--- src/rtl/truth_table_characterizer.sv ---
// Sweeps all 2^N_IN input vectors into an external gate and assembles its truth-table code.
// Optional compare-against-expected logic is enabled by defining TT_COMPARE_EN.
module truth_table_characterizer #(
  parameter int N_IN          = 3,
  parameter int SETTLE_CYCLES = 4,
  localparam int TW           = 1 << N_IN
) (
  input  logic            clk,
  input  logic            rst,
  input  logic            start,
  input  logic            abort,
  output logic [N_IN-1:0] stim,
  input  logic            dut_out,
  output logic            busy,
  output logic            done,
  output logic [TW-1:0]   result
`ifdef TT_COMPARE_EN
  ,
  input  logic [TW-1:0]   expected,
  output logic            match
`endif
);

  localparam int CW = (SETTLE_CYCLES > 1) ? $clog2(SETTLE_CYCLES) : 1;
  localparam logic [CW-1:0]   LAST_CNT = CW'(SETTLE_CYCLES - 1);
  localparam logic [N_IN-1:0] LAST_IDX = N_IN'(TW - 1);

  generate
    if (SETTLE_CYCLES < 1) begin : g_bad_settle
      $error("SETTLE_CYCLES must be >= 1");
    end
    if (N_IN < 1 || N_IN > 4) begin : g_bad_n_in
      $error("N_IN must be in 1..4");
    end
  endgenerate

  typedef enum logic [1:0] {
    IDLE   = 2'd0,
    SETTLE = 2'd1,
    SAMPLE = 2'd2,
    DONE   = 2'd3
  } state_t;

  state_t          state_r;
  logic [N_IN-1:0] idx_r;
  logic [CW-1:0]   cnt_r;
  logic [TW-1:0]   shadow_r;
  logic [TW-1:0]   final_code_s;
`ifdef TT_COMPARE_EN
  logic [TW-1:0]   expected_r;
`endif

  // The last vector maps to bit 0, so the final code is the shadow with the live sample in the LSB.
  always_comb begin
    final_code_s = {shadow_r[TW-1:1], dut_out};
  end

  // Sweep controller; output for vector v lands at bit TW-1-v, i.e. bit index ~v.
  always_ff @(posedge clk) begin
    if (rst) begin
      state_r    <= IDLE;
      idx_r      <= '0;
      cnt_r      <= '0;
      shadow_r   <= '0;
      stim       <= '0;
      busy       <= 1'b0;
      done       <= 1'b0;
      result     <= '0;
`ifdef TT_COMPARE_EN
      expected_r <= '0;
      match      <= 1'b0;
`endif
    end else begin
      case (state_r)
        IDLE: begin
          done <= 1'b0;
          if (start) begin
            state_r    <= SETTLE;
            idx_r      <= '0;
            cnt_r      <= '0;
            shadow_r   <= '0;
            stim       <= '0;
            busy       <= 1'b1;
`ifdef TT_COMPARE_EN
            expected_r <= expected;
`endif
          end else begin
            busy <= 1'b0;
          end
        end
        SETTLE: begin
          if (abort) begin
            state_r <= IDLE;
            stim    <= '0;
            busy    <= 1'b0;
          end else if (cnt_r == LAST_CNT) begin
            state_r <= SAMPLE;
          end else begin
            cnt_r <= cnt_r + CW'(1);
          end
        end
        SAMPLE: begin
          if (abort) begin
            state_r <= IDLE;
            stim    <= '0;
            busy    <= 1'b0;
          end else if (idx_r == LAST_IDX) begin
            state_r <= DONE;
            result  <= final_code_s;
            done    <= 1'b1;
            busy    <= 1'b0;
            stim    <= '0;
`ifdef TT_COMPARE_EN
            match   <= (final_code_s == expected_r);
`endif
          end else begin
            shadow_r[~idx_r] <= dut_out;
            idx_r            <= idx_r + N_IN'(1);
            stim             <= idx_r + N_IN'(1);
            cnt_r            <= '0;
            state_r          <= SETTLE;
          end
        end
        DONE: begin
          done    <= 1'b0;
          state_r <= IDLE;
        end
        default: begin
          state_r <= IDLE;
          stim    <= '0;
          busy    <= 1'b0;
          done    <= 1'b0;
        end
      endcase
    end
  end

endmodule

--- config.mk ---
export PLATFORM = sky130hd
export DESIGN_NAME = truth_table_characterizer
export DESIGN_NICKNAME = d
export VERILOG_FILES = /design/src/rtl/truth_table_characterizer.sv
export SDC_FILE = /design/constraint.sdc
export NUM_CORES = 1
export LEC_CHECK = 0
export ABC_CLOCK_PERIOD_IN_PS = 2500
export CORE_UTILIZATION = 45
export DETAILED_ROUTE_END_ITERATION = 10
export DONT_BUFFER_PORTS = 1
export SLEW_MARGIN = 30
export SYNTH_ARGS = -nofsm -noshare
export SYNTH_HDL_FRONTEND = slang
export SYNTH_SLANG_ARGS = --single-unit
--- constraint.sdc ---
create_clock -name clk -period 2.5 [get_ports clk]
set_input_delay 0.25 -clock clk [delete_from_list [all_inputs] [get_ports clk]]
set_output_delay 0.25 -clock clk [all_outputs]
set_load 0.01 [all_outputs]
==> results.toml <==
[synthesis]
ys.flop_type = "dfxtp_1"
ys_seq_area_frac = 0.3806
ys_seq_elements = 27
synthXorXnorAreaFrac = 0
synthAdderAreaFrac = 0.09692
synth_area_leaders = "dfxtp_1 (38%), ha_1 (9.7%), a21oi_1 (6.3%), mux2i_1 (6.3%), nor2_1 (5.6%)"
yosysWarnings = 0
ys_types = 33
synthesis.area_sq_mm = 0.001420
synth_compound_area_frac = 0.1912
synth_top_family_by_area = "simple AND/OR/NAND/NOR gates"
synth_top_area_cell = "dfxtp_1"
synth_top_area_share = 0.3806
synth.avg_cell_area_sq_um = 8.876
async_reset_ff_frac = 0
yosys.area_share.simple = 0.2070
muxShareOfSynthArea = 0.06344
synth_edf_count = 0
synth_fp_nets = 176
syn_inst = 160

[timing]
fmax_mhz = 497.2
slew_headroom = 0.5102
worstMarginPinSlew_ps = 732.3
fin_setup_tns_ps = 0
grt_setup_unrepaired = "no"
fin_worst_skew_ps = 4.725
min_period_ps = 2011
fin_ws_ps = 488.6
period_share = 0.8046
report.final.slew_viol_count = 0
whs_ps = 48.96
hold_violations = 0
setup_viol = 0

[floorplan]
io_pins = 18
die_area_sq_mm = 0.003384
core_area_sq_mm = 0.003028
die_w_um = 58.18
dieHeight_um = 58.18
initial_core_util = 0.4690
rows = 20

[power]
power_frac_comb = 0.158
clock_power_share = 0.258
p_sw_uw = 221.1
powerDensity_mw_per_mm2 = 522.8
p_leak_nw = 0.5673
power_frac_seq = 0.583
ir_worst_vdd_mv = 0.2552
netSwitchingFraction = 0.2862
power.internal_uw = 551.4

[min_path]
hold_class = "in -> reg"

[placed_design]
place_congestion = 0.8840
pre_cts_ws_ps = 526.6
dp_hpwl_um = 1886
dpl_cell_area_sq_mm = 0.001430
numPortBuffers = 0

[route]
route.met2.wl_um = 1173
drt_iter0_drc = 39
routedWlPerCell_um = 13.62
ant_nets = 0
wl_met3_um = 151
drc = 0
wl_met1_um = 1364
via_per_inst = 5.335
firstDrtPassIters = 5
top_layer = "met4"
wl_um = 2724
vias = 1067

[setup_path]
crit_path_end_kind = "flip-flop"
crit_required_ps = 2770
start_kind = "flip-flop"
worstPathArrival_ps = 2280
rrSetupSlack_ps = 490
cp_max_fo = 13
crit_type = "reg -> reg"

[cells_and_area]
area_growth_pct = 4.053
diodes = 0
regArea_sq_um = 540.5
fill_cells = 284
multi_input_area_sq_um = 793.3
drive_above_1_share = 0.06410
stdcell_area_sq_mm = 0.001478
final_common_cell = "dfxtp_1"
final_cell_mix = "dfxtp_1 (27), nor2_1 (21), a21oi_1 (18)"
nets = 173

[grt]
grt_use_total = 0.1794
overflow = 0
antenna_found_initial = 0
grt_pass1_wl_um = 4685
grt_max_degree = 20
grt_pass1_vias = 996

[clocking]
tritoncts = "yes"
cts.path.max_buffers = 2
clock-sinks = 27
clk_pin_slew_ps = 160
clock_latency_ps = 340
cts-buffers-inserted = 3
cts_root_buffer = "clkbuf_4"
postCtsSetupBuffers = 0
h-tree-depth = 1

[run_status]
status = "finished clean"

[run]
cap_violations = 0
-- cell families after synthesis --
family,Yosys count
adders and majority gates,11
buffers and inverters,20
DFF,27
muxes,9
and+or+nand+nor,55
AOI/OAI and AO/OA,38
-- worst paths after layout --
path / start / endpoint / depth (start not counted)
worst max-delay path: idx_r[0]$_SDFFE_PP0P_ / shadow_r[7]$_SDFFE_PP0P_ / 6
worst min-delay path: dut_out / result[0]$_SDFFE_PP0P_ / 2
worst max register to register: idx_r[0]$_SDFFE_PP0P_ / shadow_r[7]$_SDFFE_PP0P_ / 6
worst min register to register: cnt_r[1]$_SDFFE_PP0P_ / cnt_r[1]$_SDFFE_PP0P_ / 2
-- state kept, by name, indices dropped and copies added, names as in the netlist --
register and count:
result 8, done 1, busy 1, stim 3, cnt_r 2, idx_r 3, state_r 2, shadow_r 7
-- cells in the mapped netlist (3+ instances only) --
library cell	instances
dfxtp_1	27
nor2_1	21
a21oi_1	18
ha_1	11
nand2b_1	11
inv_1	9
mux2i_1	9
clkbuf_1	7
nand2_1	5
nand3b_1	5
o21ai_0	4
o32ai_1	4
nand3_1	3
-- power groups by stage --
stage	clock [mW]	sequential [mW]	combinational, mW
finish	0.200	0.451	0.122
global route	0.225	0.453	0.137
floorplan	0	0.458	0.105
CTS	0.209	0.451	0.120
detailed placement	0	0.460	0.114
global placement	0	0.459	0.112
-- metrics by stage --
stage          power, mW  utilization  instances
3_5_place_dp      0.5741       0.4723        194
3_3_place_gp      0.5715       0.4723        194
4_1_cts           0.7803       0.4847        199
2_1_floorplan     0.5630            -        160
5_1_grt           0.8158       0.4880        200
6_report          0.7725       0.4880        200
-- final cells by class --
| cell class | instances | share of cell area |
|---|---|---|
| clock buffer | 3 | 0.01524 |
| multi-input combinational | 113 | 0.5368 |
| sequential | 27 | 0.3658 |
| inverter | 9 | 0.02286 |
| timing repair buffer | 3 | 0.01863 |
| clock inverter | 1 | 0.003387 |
| tap | 44 | 0.03726 |
-- critical path: stages (launching register included) --
cell	delay, ps
dfxtp_1	460
ha_1	280
ha_1	240
o21ai_4	190
o211ai_4	150
or3_4	430
o32ai_2	200
-- what timing repair did --
| item | in CTS | in global routing |
|---|---|---|
| endpoints found under the hold margin | 19 | 2 |
| gates resized for setup | 0 | 0 |
| hold buffers | 1 | 1 |
-- per-layer routing --
metal | up-vias | track usage
li1 | 548 | -
met1 | 491 | 0.2548
met2 | 24 | 0.2611
met3 | 4 | 0.04018
met4 | 0 | 0.07483
met5 | - | 0
No activity file was read; power rests on OpenSTA's default activity.
